`src/rtl/uart_tx_serializer.sv`:
```
// rtl/uart_tx_serializer.sv - UART transmit serializer: start, LSB-first data, optional parity, stop bit(s)
// Optional build macro: UART_TX_TWO_STOP_EN adds the Stop2 input (second stop bit per frame).
module uart_tx_serializer #(
  parameter int DATA_WIDTH = 8
) (
  input  logic                  CLK,
  input  logic                  RST,
  input  logic [DATA_WIDTH-1:0] P_DATA,
  input  logic                  Data_Valid,
  input  logic                  PAR_EN,
  input  logic                  PAR_TYP,
  input  logic [5:0]            Prescale,
`ifdef UART_TX_TWO_STOP_EN
  input  logic                  Stop2,
`endif
  output logic                  TX_OUT,
  output logic                  Busy
);

  localparam int BW = $clog2(DATA_WIDTH) + 1;

  typedef enum logic [2:0] {IDLE, START, DATA, PARITY, STOP} state_t;

  state_t                state_q, state_d;
  logic [5:0]            edge_cnt_q, edge_cnt_d;
  logic [BW-1:0]         bit_cnt_q, bit_cnt_d;
  logic [DATA_WIDTH-1:0] shift_q, shift_d;
  logic [DATA_WIDTH-1:0] data_q, data_d;
  logic                  par_en_q, par_en_d;
  logic                  par_typ_q, par_typ_d;
  logic [5:0]            ps_q, ps_d;
  logic                  tx_q, tx_d;
  logic                  busy_q, busy_d;
  logic                  bit_end;
  logic                  last_data;
  logic                  stop_last;

  // The frame snapshot keeps Prescale >= 1, so ps_q - 1 never underflows during a frame.
  assign bit_end   = (edge_cnt_q == (ps_q - 6'd1));
  assign last_data = (bit_cnt_q == BW'(DATA_WIDTH - 1));

`ifdef UART_TX_TWO_STOP_EN
  logic stop2_q, stop2_d;

  // Stop-bit count setting is part of the frame snapshot.
  always_ff @(posedge CLK or negedge RST) begin
    if (!RST) stop2_q <= 1'b0;
    else      stop2_q <= stop2_d;
  end

  // Latch Stop2 only when a new frame is accepted.
  always_comb begin
    stop2_d = stop2_q;
    if (state_q == IDLE && Data_Valid) stop2_d = Stop2;
  end

  // bit_cnt counts stop bits while in STOP.
  assign stop_last = (bit_cnt_q == {{(BW-1){1'b0}}, stop2_q});
`else
  assign stop_last = 1'b1;
`endif

  // State, counters, frame snapshot and registered line outputs.
  always_ff @(posedge CLK or negedge RST) begin
    if (!RST) begin
      state_q    <= IDLE;
      edge_cnt_q <= '0;
      bit_cnt_q  <= '0;
      shift_q    <= '0;
      data_q     <= '0;
      par_en_q   <= 1'b0;
      par_typ_q  <= 1'b0;
      ps_q       <= '0;
      tx_q       <= 1'b1;
      busy_q     <= 1'b0;
    end else begin
      state_q    <= state_d;
      edge_cnt_q <= edge_cnt_d;
      bit_cnt_q  <= bit_cnt_d;
      shift_q    <= shift_d;
      data_q     <= data_d;
      par_en_q   <= par_en_d;
      par_typ_q  <= par_typ_d;
      ps_q       <= ps_d;
      tx_q       <= tx_d;
      busy_q     <= busy_d;
    end
  end

  // Next-state, counter sequencing and line value derived from the current state.
  always_comb begin
    state_d    = state_q;
    edge_cnt_d = edge_cnt_q;
    bit_cnt_d  = bit_cnt_q;
    shift_d    = shift_q;
    data_d     = data_q;
    par_en_d   = par_en_q;
    par_typ_d  = par_typ_q;
    ps_d       = ps_q;
    tx_d       = 1'b1;
    busy_d     = 1'b1;

    if (state_q != IDLE) begin
      edge_cnt_d = bit_end ? 6'd0 : edge_cnt_q + 6'd1;
    end

    case (state_q)
      IDLE: begin
        busy_d     = 1'b0;
        edge_cnt_d = '0;
        bit_cnt_d  = '0;
        if (Data_Valid) begin
          shift_d   = P_DATA;
          data_d    = P_DATA;
          par_en_d  = PAR_EN;
          par_typ_d = PAR_TYP;
          ps_d      = (Prescale == 6'd0) ? 6'd1 : Prescale;
          state_d   = START;
        end
      end
      START: begin
        tx_d = 1'b0;
        if (bit_end) begin
          bit_cnt_d = '0;
          state_d   = DATA;
        end
      end
      DATA: begin
        tx_d = shift_q[0];
        if (bit_end) begin
          shift_d = shift_q >> 1;
          if (last_data) begin
            bit_cnt_d = '0;
            state_d   = par_en_q ? PARITY : STOP;
          end else begin
            bit_cnt_d = bit_cnt_q + BW'(1);
          end
        end
      end
      PARITY: begin
        // Parity comes from the latched word; the shifter has been emptied by now.
        tx_d = (^data_q) ^ par_typ_q;
        if (bit_end) begin
          bit_cnt_d = '0;
          state_d   = STOP;
        end
      end
      STOP: begin
        tx_d = 1'b1;
        if (bit_end) begin
          if (stop_last) begin
            bit_cnt_d = '0;
            state_d   = IDLE;
          end else begin
            bit_cnt_d = bit_cnt_q + BW'(1);
          end
        end
      end
      default: begin
        state_d = IDLE;
      end
    endcase
  end

  assign TX_OUT = tx_q;
  assign Busy   = busy_q;

endmodule

```
`config.mk`:
```
export PLATFORM = sky130hd
export DESIGN_NAME = uart_tx_serializer
export DESIGN_NICKNAME = d
export VERILOG_FILES = /design/src/rtl/uart_tx_serializer.sv
export SDC_FILE = /design/constraint.sdc
export NUM_CORES = 1
export LEC_CHECK = 0
export ABC_AREA = 1
export BUFFER_PORTS_ARGS = -buffer_cell sky130_fd_sc_hd__clkbuf_2
export CORE_MARGIN = 2
export CORE_UTILIZATION = 58
export CTS_CLUSTER_DIAMETER = 40
export DETAILED_ROUTE_END_ITERATION = 8
export PLACE_DENSITY_LB_ADDON = 0.08
export SETUP_SLACK_MARGIN = 0.02
export SYNTH_ARGS = -nofsm -noshare
export SYNTH_HDL_FRONTEND = slang
export SYNTH_SLANG_ARGS = --single-unit
```
`constraint.sdc`:
```
create_clock -name CLK -period 1.8 [get_ports CLK]
set_input_delay 0.36 -clock CLK [delete_from_list [all_inputs] [get_ports CLK]]
set_output_delay 0.36 -clock CLK [all_outputs]
set_load 0.01 [all_outputs]
```
==> results.md, run 1 <==
* Worst-margin pin slew at roughly 370 ps
* Most used flip-flop cell after synthesis: dfrtp_1
* Portion of total power attributed to the clock network at 0.161
* Logic pwr share at 0.514
* Number of distinct library cells after synthesis at 27
* Placement row count at 22
* Static leakage at 0.00133 uW
* Status: finished, final reports clean
* Cell repeated most along the worst path: nand3_1
* Unrepaired setup endpoints after global routing: true
* Hold Crit Class: in -> reg
* Final cycle utilization of the critical path at 0.944
* Global-route usage over all layers at 0.234
* Antenna violations before repair at 0
* Total detailed-routing wirelength at between 4 and 5 mm
* Placer congestion estimate at 0.824
* Internal Pwr Total at around 2700 uW
* Largest driver fanout on the critical path at 5
* Post-route design area at between 0.002 and 0.003 mm^2
* Commonest non-fill, non-tap cell in the layout: nand2_1
* Switch Pwr at around 2000 uW
* ANT nets after route at 0
* Timing-limited maximum frequency at around 590 MHz
* Layout Area Growth over Synthesis at 18.3%
* Remaining Overflow, GRT at 0
* Ratio of total power to cell area at between 1500 and 2000 mW/mm^2
* Required time of the worst setup path at slightly above 2000 ps
* Clock tree from TritonCTS: yes
* Proportion of register bits with asynchronous set or reset after synthesis at 1.00
* Final setup violation count at 0
* HPWL reported at the end of detailed placement at 3.10 mm
* Global-route wire length before repair at 7.39 mm
* Launching element type of the critical path: flop
* Placed Instance Area at ~0.0023 mm^2
* Share of synthesized area occupied by flip-flops and latches at 0.459
* Worst clock skew on the final layout at 7.46 ps
* Sw Share at 0.426
* Maxcap violations at 0
* Sequential power share at 0.325
* Final core occ at 0.698
* Number of buffers inserted by port buffering at 20
* Drt via density at slightly above 5
* Number of CTS-inserted buffers at 5
* Clock Latency Late Sink at between 200 and 300 ps
* Number of instances in the synthesized netlist at 278
* Share of layout cells above drive strength 1 at 0.190
* Die ar. at around 0.0042 mm^2
* Total DRC errors in the routed layout at 0
* Number of antenna cells inserted at 0
* Type of the worst setup path: reg -> reg
* Floorplan die width at ~65 um
* Number of synthesized register bits at 39
* Buffer depth of the longest clock path at 2
* Hold Crit Depth at 3
* Buffers and inverters on the worst path at 2
* Dpl cells at 348
* Number of levels in the clock H-tree at 2
* Final-layout setup total negative slack at 0 ps
* Number of sinks driven by the clock tree at 39
* Number of enable flip-flop cells after synthesis at 0
* Starting utilization of the core area at 0.591
* Pre-CTS setup slack at between 40 and 50 ps
* Chain of cells forming the critical path: inv_2 > ha_4 > xor2_1 > nand3_1 > nor2_4 > nand3_4 > nand2_8 > clkbuf_16 > nand3_1 > nand2_1
* Worst path slowest cell: dfrtp_1
* Kind of cell adding the most delay to the critical path: simple AND/OR/NAND/NOR gates
* Mapped Area at roughly 0.0021 mm^2
* Clock tree root buffer cell: clkbuf_8
* Overall die height at 64.6 um
* Vias in the first global route at around 1700
* Final hold viol count at 0
* Worst Setup Slack, final at slightly above 100 ps
* Peak VDD IR at just under 0.0009 V
* Synth warnings at 0
* Tightest slew margin relative to the limit at 0.751
* Post-layout min period at 1700 ps
* Average size of a mapped cell at about 7.7 um^2
* Critical path arrival at between 1500 and 2000 ps
* Area of the core region at between 0.003 and 0.004 mm^2
* Count of cell instances traversed by the critical path at 10
* Max-slew violation count at 0
* Total nets after synthesis at 300
* Clock-pin slew on the worst setup and hold paths at approximately 80 ps
* Delay of the slowest cell on the worst path at approximately 400 ps
* Most frequent cells in the layout: nand2_1 (97), dfrtp_1 (38), inv_1 (30)
* Maximum number of pins on one net before global-route repair at 16
* First-pass DRT Iterations at 4
* Routed length per instance at ~12 um
* Number of DRC markers after the initial detailed-route iteration at 119
* Number of ports placed on the die boundary at 21
* Nets@finish at about 330
* Register-to-Register Setup Slack at 100 ps
* Total vias in the final route at about 1800
* Final non-filler cell total at between 300 and 400
* Crit path capture type: flop
* Length in cells of the worst reg-to-reg path at 10
-- synth_stat cells, types with 3 or more instances --
| master | number | area (um^2) |
|---|---|---|
| nor2_1 | 21 | 78.8 |
| buf_2 | 4 | 20.0 |
| nor3_1 | 3 | 15.0 |
| ha_1 | 3 | 37.5 |
| o21ai_1 | 4 | 20.0 |
| nand2_1 | 99 | 372 |
| nand2_2 | 3 | 18.8 |
| xor2_1 | 6 | 52.6 |
| dfrtp_1 | 38 | 951 |
| nand3_1 | 27 | 135 |
| inv_1 | 31 | 116 |
| xnor2_1 | 6 | 52.6 |
| inv_2 | 4 | 15.0 |
| o21ai_0 | 13 | 65.1 |
-- layer usage --
layer / up-vias / GRT usage / part of all wire
met2: 22 / 0.388 / 0.49
li1: 929 / - / -
met5: - / 0 / 0
met3: 6 / 0.0538 / 0.029
met1: 867 / 0.296 / 0.46
met4: 0 / 0.0984 / 0.018
-- worst min-delay path, cell delays in order --
cell      delay [ps]
clkbuf_2          80
nand2_1           40
o21ai_0           60
-- state kept, by name, summed over array words and instances (netlist names) --
name        count
TX_OUT          1
state_q         3
edge_cnt_q      6
shift_q         8
par_typ_q       1
Busy            1
data_q          8
par_en_q        1
bit_cnt_q       4
ps_q            6
-- power by group through the flow --
stage	Sequential (uW)	Clock, uW	Combinational (uW)
3_5_place_dp	1540	0	2100
6_report	1520	753	2400
2_1_floorplan	1480	0	1720
5_1_grt	1570	800	2720
3_3_place_gp	1530	0	2070
4_1_cts	1520	771	2120
-- layout make-up --
type                            count  area [um^2]
Inverter                           35          131
Clock buffer                        6         82.6
Tap cell                           48         60.1
Fill cell                         313         1090
Multi-Input combinational cell    199         1030
Sequential cell                    39          977
Timing Repair Buffer               30          206
Clock inverter                      2         35.0
-- final timing paths --
kind                            start           end
min                            PAR_EN      par_en_q
max                           ps_q[1]  bit_cnt_q[2]
max reg2reg                   ps_q[1]  bit_cnt_q[2]
min reg2reg                shift_q[7]    shift_q[7]
max in group asynchronous         RST        TX_OUT
min in group asynchronous         RST     data_q[3]
-- metrics by stage --
step | hold slack, ps | power (uW)
6_report | 283 | 4680
5_1_grt | 300 | 5090
4_1_cts | 279 | 4410
3_5_place_dp | 293 | 3640
3_3_place_gp | 282 | 3600
2_1_floorplan | 64.4 | 3200
-- cells by family after synthesis --
family | share of synthesized area
AOI/OAI and AO/OA | 0.0546
xor gates and xnor gates | 0.0570
adders and majority gates | 0.0176
buffers and inverters | 0.0805
DFF | 0.459
and+or+nand+nor | 0.331
-- repair_timing --
item                                    4_1_cts  5_1_grt
hold buffers                                  1        0
setup buffers                                 0        1
endpoints found under the setup margin        0       20
gates resized for setup                       0       14
endpoints found under the hold margin        13        0
(Power assumes the default switching activity.)
==> run 2, diff against run 1 <==
--- a/config.mk
+++ b/config.mk
@@ -7,8 +7,9 @@
 export LEC_CHECK = 0
 export ABC_AREA = 1
 export BUFFER_PORTS_ARGS = -buffer_cell sky130_fd_sc_hd__clkbuf_2
+export CAP_MARGIN = 20
 export CORE_MARGIN = 2
-export CORE_UTILIZATION = 58
+export CORE_UTILIZATION = 40
 export CTS_CLUSTER_DIAMETER = 40
 export DETAILED_ROUTE_END_ITERATION = 8
 export PLACE_DENSITY_LB_ADDON = 0.08
==> run 2 against run 1 <==
Net effect: count of clock-buffer cells in the layout is the same; global-route usage down 6.7 points; core utilization down 20 points; routed wire length up 0.44%; largest cell class unchanged.
==> results.md, run 2 (synthesis results as in run 1) <==
* Status: finished, final reports clean
* Chain of cells forming the critical path: inv_2 > ha_4 > xor2_1 > nand3_1 > nor2_4 > nand3_4 > nand2_8 > buf_6 > nand2_4 > nand2_1 > nand2_1
* Ratio of total power to cell area at 1840 mW/mm^2
* Total DRC errors in the routed layout at 0
* Clock tree from TritonCTS: yes
* ANT nets after route at 0
* Hold Crit Class: in -> async
* Total detailed-routing wirelength at 4.36 mm
* Critical path arrival at about 1900 ps
* Worst-margin pin slew at a little under 500 ps
* Kind of cell adding the most delay to the critical path: simple AND/OR/NAND/NOR gates
* Maxcap violations at 0
* Crit path capture type: flop
* Cell repeated most along the worst path: nand2_1
* Placer congestion estimate at between 0.8 and 0.9
* Required time of the worst setup path at a little under 2000 ps
* Unrepaired setup endpoints after global routing: true
* Global-route wire length before repair at roughly 7.8 mm
* Count of cell instances traversed by the critical path at 11
* Regs by FF count: data_q x8, shift_q x8
* Post-layout min period at between 1500 and 2000 ps
* Final setup violation count at 0
* Largest driver fanout on the critical path at 6
* Clock-pin slew on the worst setup and hold paths at approximately 80 ps
* Die ar. at around 0.0059 mm^2
* Max-slew violation count at 0
* Antenna violations before repair at 0
* Vias in the first global route at between 1500 and 2000
* Maximum number of pins on one net before global-route repair at 40
* Total vias in the final route at roughly 1800
* Nets@finish at around 340
* Number of DRC markers after the initial detailed-route iteration at 53
* Worst path slowest cell: dfrtp_1
* Type of the worst setup path: reg -> reg
* Most frequent cells in the layout: nand2_1 (94), dfrtp_1 (38), inv_1 (30)
* Starting utilization of the core area at 0.417
* Clock Latency Late Sink at between 200 and 300 ps
* Peak VDD IR at ~0.00074 V
* Number of buffers inserted by port buffering at 20
* Buffer depth of the longest clock path at 2
* Total chip power at between 4000 and 5000 uW
* Length in cells of the worst reg-to-reg path at 11
* Number of sinks driven by the clock tree at 39
* Area of the core region at about 0.0051 mm^2
* Overall die height at 77.0 um
* Final cycle utilization of the critical path at 0.965
* Post-route design area at 0.00255 mm^2
* Layout Area Growth over Synthesis at 19.8%
* Floorplan die width at just under 80 um
* Final non-filler cell total at a little under 400
* Delay of the slowest cell on the worst path at 410 ps
* First-pass DRT Iterations at 4
* Commonest non-fill, non-tap cell in the layout: nand2_1
* Number of ports placed on the die boundary at 21
* Placement row count at 26
* Number of antenna cells inserted at 0
* Number of levels in the clock H-tree at 2
* HPWL reported at the end of detailed placement at about 3.2 mm
* Number of CTS-inserted buffers at 5
* Static leakage at between 0.001 and 0.0015 uW
* Final core occ at 0.500
* Launching element type of the critical path: flop
* Buffers and inverters on the worst path at 2
* Worst clock skew on the final layout at 8.14 ps
* Share of layout cells above drive strength 1 at 0.206
* Final hold viol count at 0
* Remaining Overflow, GRT at 0
* Timing-limited maximum frequency at approximately 580 MHz
* Dpl cells at 371
* Drt via density at between 4 and 5
* Routed length per instance at between 10 and 15 um
* Global-route usage over all layers at 0.167
* Number of inserted filler cells in the final layout at around 530
* Tightest slew margin relative to the limit at 0.670
* Placed Instance Area at 0.00234 mm^2
* Clock tree root buffer cell: clkbuf_8
## run 2: changes by cell type in the layout (fill, tap and decap cells not counted), moves of 2 or more
cell / delta
nand3_2: -2
nand2_2: +2
nand3_1: +2
buf_4: +7
nand2_1: -3
## run 2: cell type report
class	instances	area (um^2)	share of cell area
timing repair buffer	34	209	0.0819
clock inverter	2	35.0	0.0137
tap	70	87.6	0.0343
multi-input combinational	199	1030	0.403
sequential	39	977	0.383
inverter	35	131	0.0515
clock buffer	6	82.6	0.0324
## run 2: through the flow
step           worst slack, ps  hold slack, ps  setup TNS, ps
6_report                  63.0             109              0
4_1_cts                   44.0             128              0
2_1_floorplan              140            64.4              0
5_1_grt                  -53.2             147           -264
3_3_place_gp              17.0             455              0
3_5_place_dp              23.9             453              0
## run 2: layer usage
layer / GRT usage / routed length [um] / vias to the layer above
met3: 0.0388 / 147 / 6
met4: 0.0655 / 70 / 0
met2: 0.265 / 2100 / 20
met5: 0 / 0 / -
met1: 0.221 / 2040 / 810
li1: - / - / 938
## run 2: repair_timing
item | CTS | global route
hold buffers | 0 | 0
buffers inserted | 0 | 7
pin swaps | 0 | 7
endpoints found under the setup margin | 7 | 19
gates resized for setup | 1 | 15
gates cloned | 0 | 0
## run 2: final timing paths
check	from	endpoint	slack [ps]
min in group CLK	Prescale[2]	ps_q[2]	290
hold / removal	RST	ps_q[2]	110
hold reg to reg	shift_q[7]	shift_q[7]	470
setup reg to reg	ps_q[1]	bit_cnt_q[3]	60
max in group asynchronous	RST	TX_OUT	1330
setup / recovery	ps_q[1]	bit_cnt_q[3]	60
## run 2: report_power, final
group | internal (uW) | switching, uW | leakage, uW
Clock | 448 | 303 | 0.0000612
Combinational | 987 | 1430 | 0.000793
Sequential | 1250 | 268 | 0.000492
